## config.mk

```make
export PLATFORM = sky130hd
export DESIGN_NAME = wb_project_decoder
export DESIGN_NICKNAME = d
export VERILOG_FILES = /design/src/rtl/wb_project_decoder.sv
export SDC_FILE = /design/constraint.sdc
export NUM_CORES = 1
export LEC_CHECK = 0
export BUFFER_PORTS_ARGS = -buffer_cell sky130_fd_sc_hd__buf_2
export CORE_AREA = 3 3 141 143
export CTS_BUF_LIST = sky130_fd_sc_hd__clkbuf_4 sky130_fd_sc_hd__clkbuf_8
export CTS_CLUSTER_SIZE = 30
export DETAILED_ROUTE_END_ITERATION = 16
export DIE_AREA = 0 0 144 146
export PLACE_DENSITY = 0.74
export SYNTH_ARGS = -nofsm -noshare
export SYNTH_HDL_FRONTEND = slang
export SYNTH_SLANG_ARGS = --single-unit
```

## constraint.sdc

```tcl
create_clock -name wb_clk_i -period 2 [get_ports wb_clk_i]
set_input_delay 0.4 -clock wb_clk_i [delete_from_list [all_inputs] [get_ports wb_clk_i]]
set_output_delay 0.4 -clock wb_clk_i [all_outputs]
set_load 0.01 [all_outputs]
```

## src/rtl/wb_project_decoder.sv

```systemverilog
// Wishbone decoder for the project user area. Each 0x100-byte slot of the window is one project.
// Requests go to the selected slot, and a watchdog answers with ERR_DATA when a slot stays silent.
module wb_project_decoder #(
    parameter logic [31:0] BASE_ADDR = 32'h3000_0000,
    parameter int          NUM_SLOTS = 5,
    parameter int          TIMEOUT   = 255,
    parameter logic [31:0] ERR_DATA  = 32'hDEAD_BEEF
) (
    input  logic                      wb_clk_i,
    input  logic                      wb_rst_i,
    input  logic                      wbs_cyc_i,
    input  logic                      wbs_stb_i,
    input  logic                      wbs_we_i,
    input  logic [3:0]                wbs_sel_i,
    input  logic [31:0]               wbs_adr_i,
    input  logic [31:0]               wbs_dat_i,
    output logic                      wbs_ack_o,
    output logic [31:0]               wbs_dat_o,
    output logic [NUM_SLOTS-1:0]      slot_stb_o,
    output logic                      slot_we_o,
    output logic [3:0]                slot_sel_o,
    output logic [7:0]                slot_adr_o,
    output logic [31:0]               slot_dat_o,
    input  logic [NUM_SLOTS-1:0]      slot_ack_i,
    input  logic [32*NUM_SLOTS-1:0]   slot_dat_i,
    output logic [7:0]                err_count_o,
    output logic [31:0]               err_adr_o
);

    typedef enum logic [1:0] {IDLE, ACTIVE, RESP} state_t;

    state_t                state_q, state_d;
    logic [7:0]            cnt_q, cnt_d;
    logic [3:0]            slot_q, slot_d;
    logic [31:0]           resp_q, resp_d;
    logic [NUM_SLOTS-1:0]  stb_q, stb_d;
    logic                  we_q, we_d;
    logic [3:0]            sel_q, sel_d;
    logic [7:0]            adr_q, adr_d;
    logic [31:0]           dat_q, dat_d;
    logic [7:0]            err_cnt_q, err_cnt_d;
    logic [31:0]           err_adr_q, err_adr_d;

    logic                  req, in_win, slot_ok, ack_sel;
    logic [3:0]            req_slot;
    logic [15:0]           ack_pad;
    logic [32*16-1:0]      dat_pad;
    logic [31:0]           slot_rdata;

    function automatic logic [7:0] sat_inc(input logic [7:0] v);
        return (v == 8'hFF) ? v : v + 8'd1;
    endfunction

    // Padding to the full 16-slot space lets a 4-bit slot index select without range issues.
    assign ack_pad    = 16'(slot_ack_i);
    assign dat_pad    = (32*16)'(slot_dat_i);
    assign ack_sel    = ack_pad[slot_q];
    assign slot_rdata = dat_pad[{slot_q, 5'b0} +: 32];

    assign req      = wbs_cyc_i & wbs_stb_i;
    assign in_win   = (wbs_adr_i[31:12] == BASE_ADDR[31:12]);
    assign req_slot = wbs_adr_i[11:8];
    assign slot_ok  = ({28'd0, req_slot} < NUM_SLOTS);

    always_comb begin
        state_d   = state_q;
        cnt_d     = cnt_q;
        slot_d    = slot_q;
        resp_d    = resp_q;
        stb_d     = stb_q;
        we_d      = we_q;
        sel_d     = sel_q;
        adr_d     = adr_q;
        dat_d     = dat_q;
        err_cnt_d = err_cnt_q;
        err_adr_d = err_adr_q;
        case (state_q)
            IDLE: begin
                if (req && in_win) begin
                    if (slot_ok) begin
                        we_d    = wbs_we_i;
                        sel_d   = wbs_sel_i;
                        adr_d   = wbs_adr_i[7:0];
                        dat_d   = wbs_dat_i;
                        slot_d  = req_slot;
                        stb_d   = NUM_SLOTS'(16'd1 << req_slot);
                        cnt_d   = 8'd0;
                        state_d = ACTIVE;
                    end else begin
                        resp_d    = wbs_we_i ? 32'd0 : ERR_DATA;
                        err_cnt_d = sat_inc(err_cnt_q);
                        err_adr_d = wbs_adr_i;
                        state_d   = RESP;
                    end
                end
            end
            ACTIVE: begin
                // Abort outranks ack; an ack on the last watchdog cycle still beats the timeout.
                if (!wbs_cyc_i) begin
                    stb_d   = '0;
                    state_d = IDLE;
                end else if (ack_sel) begin
                    resp_d  = we_q ? 32'd0 : slot_rdata;
                    stb_d   = '0;
                    state_d = RESP;
                end else if (cnt_q == 8'(TIMEOUT - 1)) begin
                    resp_d    = we_q ? 32'd0 : ERR_DATA;
                    err_cnt_d = sat_inc(err_cnt_q);
                    err_adr_d = {BASE_ADDR[31:12], slot_q, adr_q};
                    stb_d     = '0;
                    state_d   = RESP;
                end else begin
                    cnt_d = cnt_q + 8'd1;
                end
            end
            RESP:    state_d = IDLE;
            default: state_d = IDLE;
        endcase
    end

    always_ff @(posedge wb_clk_i) begin
        if (wb_rst_i) begin
            state_q   <= IDLE;
            cnt_q     <= '0;
            slot_q    <= '0;
            resp_q    <= '0;
            stb_q     <= '0;
            we_q      <= 1'b0;
            sel_q     <= '0;
            adr_q     <= '0;
            dat_q     <= '0;
            err_cnt_q <= '0;
            err_adr_q <= '0;
        end else begin
            state_q   <= state_d;
            cnt_q     <= cnt_d;
            slot_q    <= slot_d;
            resp_q    <= resp_d;
            stb_q     <= stb_d;
            we_q      <= we_d;
            sel_q     <= sel_d;
            adr_q     <= adr_d;
            dat_q     <= dat_d;
            err_cnt_q <= err_cnt_d;
            err_adr_q <= err_adr_d;
        end
    end

    assign wbs_ack_o   = (state_q == RESP);
    assign wbs_dat_o   = wbs_ack_o ? resp_q : 32'd0;
    assign slot_stb_o  = stb_q;
    assign slot_we_o   = we_q;
    assign slot_sel_o  = sel_q;
    assign slot_adr_o  = adr_q;
    assign slot_dat_o  = dat_q;
    assign err_count_o = err_cnt_q;
    assign err_adr_o   = err_adr_q;

endmodule

```

# After elaboration in Yosys (flattened, before gate mapping)
# Index checks and enable logic that the tools add are counted.
# totals
input_bits	238
romBits	0
n_memories	0
ramBits	0
output_inout_bits	123
ff_bits	136
word_cells	84
latchBits	0
# classes
n_mul	0
muxes	43
n_div	0
eq_ne	14
n_lt_le_gt_ge	2
n_addsub	2
bitwise	1
n_shift	2
reduce_logical	9
# op_table
op	n
$shiftx 512x10->32	1
$mux 32	14
$pmux 32 s2	2
$mux 8	11
$pmux 8 s2	2
$mux 5	5
$eq 20x18->1 const B	1
$add 8x1->8 const B	2
$eq 8x8->1 const B	2
$ne 2x2->1 const B	7
$reduce_and 6->1	2
$mux 2	5
$pmux 5 s2	1
$lt 4x5->1 const B	1
$reduce_and 5->1	1
$shl 1x4->5 const A	1
$bmux 1 s4	1
$lt 4x3->1 const B	1
$ne 4x4->1 const B	1
$pmux 2 s2	1
$reduce_and 4->1	1
$ne 3x3->1 const B	1
$reduce_and 3->1	1
$eq 2x1->1 const B	1
other kinds (7)	7

# Longest topological paths before layout
# depth
word_depth	6
ltp_mapped	9
mapped_depth_nobuf	8

# Worst setup path after synthesis
# Ideal clock, no wire load.
# synth_path
path_kind	input port to flip-flop
from	input wbs_adr_i[27]
to	register err_cnt_q[5] (netlist: err_count_o[5])
required_time_ps	1930
setup_ps	70
cell_stages	7
arrival_ps	2097
path_slack_ps	-168
n_path_buf	1
path_cell_list	nor4_2 > nand4_2 > a221oi_4 > o2111ai_2 > buf_6 > or3_1 > a21oi_1
# synth_via
elab_chain_len	4
# synth_lines
item	line	source
start: declaration	15	input logic [31:0] wbs_adr_i,
$eq 20x18->1	61	assign in_win = (wbs_adr_i[31:12] == BASE_ADDR[31:12]);
$logic_and 1x1->1	79	if (req && in_win) begin
$ne 2x2->1 (no line)	--	
$reduce_and 6->1 (no line)	--	
end signal: assignment	144	err_cnt_q <= err_cnt_d;
end: declaration	41	logic [7:0] err_cnt_q, err_cnt_d;
# No other way between the ends.
# A chain may end at the register's enable or synchronous reset.

# Worst setup path after layout
# layout_path
from	register state_q[0]
to	register err_cnt_q[6] (netlist: err_count_o[6])
# layout_via
elab_chain_len	3
elab_cells_between_ends	10
classes_between	eq/ne (6); mux (1); reduce/logical (3)
# layout_lines
item	line	source
start: declaration	32	state_t state_q, state_d;
start signal: assignment	135	state_q <= state_d;
$eq 2x1->1 / $logic_not 2->1 (equally long branches)	77	case (state_q)
$ne 2x2->1 (no line) / $reduce_bool 2->1 (equally long branches)	--	
$reduce_and 6->1 (no line)	--	
# Parallel ways exist; a longest one is shown, timed or not.

==> flow_summary.html <==
<table>
<tr><th>Metric</th><th>Value</th></tr>
<tr><th colspan="2">Status</th></tr>
<tr><td>Run status</td><td>finished, final reports clean</td></tr>
<tr><th colspan="2">Die</th></tr>
<tr><td>Chip Width</td><td>144 um</td></tr>
<tr><td>Initial Utilization</td><td>35.1%</td></tr>
<tr><td>Vertical die dimension</td><td>146 um</td></tr>
<tr><td>Die area</td><td>21000 sq um</td></tr>
<tr><td>Core Rows</td><td>50</td></tr>
<tr><td>Total I/O pin count</td><td>361</td></tr>
<tr><td>Placeable core region</td><td>18700 sq um</td></tr>
<tr><th colspan="2">Yosys</th></tr>
<tr><td>Synth Flop Type</td><td>sky130_fd_sc_hd__dfxtp_1</td></tr>
<tr><td>Post-Synthesis Mean Instance Area</td><td>8.82 sq um</td></tr>
<tr><td>Count of state elements after synthesis</td><td>136</td></tr>
<tr><td>Sequential area share after synthesis</td><td>41.5%</td></tr>
<tr><td>Count of different cell masters after synthesis</td><td>52</td></tr>
<tr><td>Share of synthesized flip-flops with an asynchronous set or reset</td><td>0%</td></tr>
<tr><td>Cell area after synthesis</td><td>6560 sq um</td></tr>
<tr><td>Number of standard cells after synthesis</td><td>744</td></tr>
<tr><td>Number of warning messages in the yosys log</td><td>0</td></tr>
<tr><td>Post-synth net total</td><td>985</td></tr>
<tr><td>Number of flops mapped to enable cells by yosys</td><td>0</td></tr>
<tr><th colspan="2">Route</th></tr>
<tr><td>Average routed wire per standard cell</td><td>17.5 um</td></tr>
<tr><td>DRT iter0 DRCs</td><td>327</td></tr>
<tr><td>Drt first pass iters</td><td>5</td></tr>
<tr><td>Total DRC errors in the routed layout</td><td>0</td></tr>
<tr><td>Detailed-route via count</td><td>7291</td></tr>
<tr><td>Per-cell via count in the routed design</td><td>5.28</td></tr>
<tr><td>Antenna violation net count after detailed routing</td><td>0</td></tr>
<tr><td>Routed WL</td><td>24.2 mm</td></tr>
<tr><th colspan="2">Pwr</th></tr>
<tr><td>Total power density per cell area</td><td>583 nW/um^2</td></tr>
<tr><td>Leak pwr</td><td>0.00454 uW</td></tr>
<tr><td>VDD IR max</td><td>0.386 mV</td></tr>
<tr><th colspan="2">Timing</th></tr>
<tr><td>Count of final setup violators</td><td>0</td></tr>
<tr><td>Maximum clock skew at final layout</td><td>0.0132 ns</td></tr>
<tr><td>RSZ-0062 raised after global routing</td><td>true</td></tr>
<tr><td>Slack of the critical path</td><td>0.0234 ns</td></tr>
<tr><td>Final-report hold violation count</td><td>0</td></tr>
<tr><td>Slew Limit Fails</td><td>0</td></tr>
<tr><td>Shortest clock period the worst path allows after layout</td><td>1.98 ns</td></tr>
<tr><td>Relative slew margins</td><td>63.0%</td></tr>
<tr><td>Pin slew with the least headroom to its limit</td><td>0.551 ns</td></tr>
<tr><td>Setup TNS Final</td><td>0 ns</td></tr>
<tr><td>Final cycle utilization of the critical path</td><td>98.8%</td></tr>
<tr><td>Maximum clock frequency</td><td>506 MHz</td></tr>
<tr><th colspan="2">Setup path</th></tr>
<tr><td>Delay contributed by the slowest stage of the critical path</td><td>0.39 ns</td></tr>
<tr><td>Max stage delay cell, worst path</td><td>sky130_fd_sc_hd__or4_1</td></tr>
<tr><td>CP Data Required Time</td><td>2.37 ns</td></tr>
<tr><td>Kind of capture point of the worst setup path</td><td>flip-flop</td></tr>
<tr><td>Endpoint arrival time on the critical path</td><td>2.35 ns</td></tr>
<tr><td>Cell chain of the critical path</td><td>nor3_4 &gt; o211ai_1 &gt; a221oi_4 &gt; o2111ai_4 &gt; buf_6 &gt; or4_1 &gt; a21oi_1</td></tr>
<tr><td>WS Path Type</td><td>reg2reg</td></tr>
<tr><td>Buffers &amp; Inverters on Critical Path</td><td>1</td></tr>
<tr><td>CP Max Fanout</td><td>6</td></tr>
<tr><td>Kind of cell adding the most delay to the critical path</td><td>compound AO/OA/AOI/OAI gates</td></tr>
<tr><td>Startpoint class of the critical path</td><td>flip-flop</td></tr>
<tr><th colspan="2">Global routing</th></tr>
<tr><td>Global-route wire length before repair</td><td>36.6 mm</td></tr>
<tr><td>Via count of the first global-routing pass</td><td>6921</td></tr>
<tr><td>All-layer global routing usage</td><td>21.8%</td></tr>
<tr><td>Antenna violations before repair</td><td>3</td></tr>
<tr><td>Congestion Overflow GR</td><td>0</td></tr>
<tr><td>Largest net degree at the start of global routing</td><td>75</td></tr>
<tr><th colspan="2">Clock network</th></tr>
<tr><td>Max clock buf depth</td><td>2</td></tr>
<tr><td>CTS tree</td><td>done</td></tr>
<tr><td>Total clock sinks</td><td>136</td></tr>
<tr><td>Clock Root Buffer</td><td>sky130_fd_sc_hd__clkbuf_8</td></tr>
<tr><td>Clock input transition at the sequential cells of the worst setup and hold paths</td><td>0.09 ns</td></tr>
<tr><td>Clock latency reported for the late side of the worst-skew pair</td><td>0.44 ns</td></tr>
<tr><td>Inserted Clock Buffers</td><td>17</td></tr>
<tr><td>Hold-fix buffers, CTS</td><td>0</td></tr>
<tr><td>H-Tree Level Count</td><td>4</td></tr>
<tr><th colspan="2">Place</th></tr>
<tr><td>Detailed Place HPWL</td><td>18.2 mm</td></tr>
<tr><td>Placer congestion estimate</td><td>0.918</td></tr>
<tr><td>Port Buffers</td><td>360</td></tr>
<tr><td>Place WS</td><td>-0.372 ns</td></tr>
<tr><th colspan="2">Layout</th></tr>
<tr><td>Number of fill cells in the layout</td><td>1745</td></tr>
<tr><td>Fraction of final layout cells with drive strength greater than 1</td><td>47.5%</td></tr>
<tr><td>Area Overhead vs Synth</td><td>49.8%</td></tr>
<tr><td>Final net count</td><td>1374</td></tr>
<tr><th colspan="2">Hold path</th></tr>
<tr><td>Hold Path Class</td><td>in2reg</td></tr>
<tr><th colspan="2">Flow run</th></tr>
<tr><td>Max_cap viols</td><td>0</td></tr>
</table>
worst min-delay path, cell delays in order:
cell and delay [ns]:
sky130_fd_sc_hd__buf_2 0.09, sky130_fd_sc_hd__nand2_1 0.04, sky130_fd_sc_hd__a21oi_1 0.05
layout by cell type, fill, tap and decap left out, types with 8 or more instances in the layout:
cell type,count
sky130_fd_sc_hd__clkbuf_8,19
sky130_fd_sc_hd__a311oi_1,12
sky130_fd_sc_hd__buf_4,53
sky130_fd_sc_hd__o21ai_0,15
sky130_fd_sc_hd__and3_1,34
sky130_fd_sc_hd__a22oi_1,8
sky130_fd_sc_hd__mux4_2,32
sky130_fd_sc_hd__buf_2,360
sky130_fd_sc_hd__nand2_1,128
sky130_fd_sc_hd__buf_12,11
sky130_fd_sc_hd__nor3_1,30
sky130_fd_sc_hd__a221o_1,24
sky130_fd_sc_hd__and2_1,19
sky130_fd_sc_hd__nand3_1,8
sky130_fd_sc_hd__a21oi_1,81
sky130_fd_sc_hd__nor2_1,52
sky130_fd_sc_hd__dfxtp_1,131
metal layers:
metal	up-vias	track usage, %	wire, um
met2	255	34.2	11400
li1	3502	-	-
met5	-	0	26
met1	3489	29.1	10500
met3	41	6.47	1820
met4	4	6.03	494
worst paths after layout:
check	cells past startpoint	from	endpoint	slack, ns
worst min register to register	2	slot_dat_o[16]$_SDFFE_PP0P_	slot_dat_o[16]$_SDFFE_PP0P_	0.45
worst min-delay path	3	wbs_dat_i[27]	slot_dat_o[27]$_SDFFE_PP0P_	0.19
worst max register to register	7	state_q[0]$_SDFFE_PP0P_	err_count_o[6]$_SDFFE_PP0P_	0.02
worst max-delay path	7	state_q[0]$_SDFFE_PP0P_	err_count_o[6]$_SDFFE_PP0P_	0.02
area by class of cell:
| cell class | instances | area [sq um] | area share, % |
|---|---|---|---|
| tap | 234 | 293 | 2.98 |
| antenna | 1 | 2.50 | 0.0255 |
| inverter | 8 | 35.0 | 0.356 |
| clock buffer | 19 | 262 | 2.66 |
| clock inverter | 13 | 191 | 1.95 |
| multi-input combinational | 535 | 3710 | 37.8 |
| sequential | 136 | 2740 | 27.8 |
| timing repair buffer | 435 | 2600 | 26.4 |
where the power goes:
group	internal [uW]	switching (uW)	total, uW
combinational	273	196	468
sequential	2700	0.000250	2700
clock	1440	1120	2560
total	4410	1310	5730
cell usage after synthesis, types with 7 or more instances:
library cell	n	area share [%]
sky130_fd_sc_hd__nand3_1	9	0.69
sky130_fd_sc_hd__o21ai_0	16	1.2
sky130_fd_sc_hd__a221o_1	24	3.7
sky130_fd_sc_hd__a31o_2	7	0.93
sky130_fd_sc_hd__buf_2	9	0.69
sky130_fd_sc_hd__a22oi_1	8	0.92
sky130_fd_sc_hd__dfxtp_1	136	41
sky130_fd_sc_hd__and2_1	20	1.9
sky130_fd_sc_hd__and3_1	35	3.3
sky130_fd_sc_hd__a21oi_1	85	6.5
sky130_fd_sc_hd__nor3_1	32	2.4
sky130_fd_sc_hd__clkbuf_1	52	3.0
sky130_fd_sc_hd__a311oi_1	12	1.6
sky130_fd_sc_hd__nand2_1	129	7.4
sky130_fd_sc_hd__nor2_1	54	3.1
sky130_fd_sc_hd__mux4_2	32	11
sequential cells by signal (all words and copies together), names as in the netlist:
name         count
cnt_q            8
err_adr_o       32
err_count_o      8
resp_q          32
slot_adr_o       8
slot_dat_o      32
slot_q           4
slot_sel_o       4
slot_stb_o       5
slot_we_o        1
state_q          2
repair_timing:
action	CTS	global route
endpoints found under the setup margin	78	107
pin swaps	3	28
resized for setup	13	37
setup buffers	1	8
cloned	1	4
through the flow:
step | cells | hold slack, ns | area [sq um] | power, uW | util, %
6_report | 1381 | 0.191 | 9830 | 5730 | 52.5
3_3_place_gp | 1334 | 0.436 | 9010 | 3210 | 48.1
2_1_floorplan | 744 | 0.437 | 6610 | 2920 | -
5_1_grt | 1381 | 0.159 | 9830 | 5970 | 52.5
3_5_place_dp | 1334 | 0.441 | 9010 | 3220 | 48.1
4_1_cts | 1368 | 0.157 | 9540 | 5790 | 51.0
kinds of logic after synthesis:
logic type	count (synthesis)	share of synthesized area, %
AND/OR/NAND/NOR	315	23.2
AO/OA/AOI/OAI	181	18.6
flip-flops	136	41.5
buffers and inverters	73	4.52
multiplexers	35	11.4
adder cells (fa/ha/maj)	3	0.572
XOR/XNOR	1	0.133
Note: power is estimated with default switching activity, not from simulation.
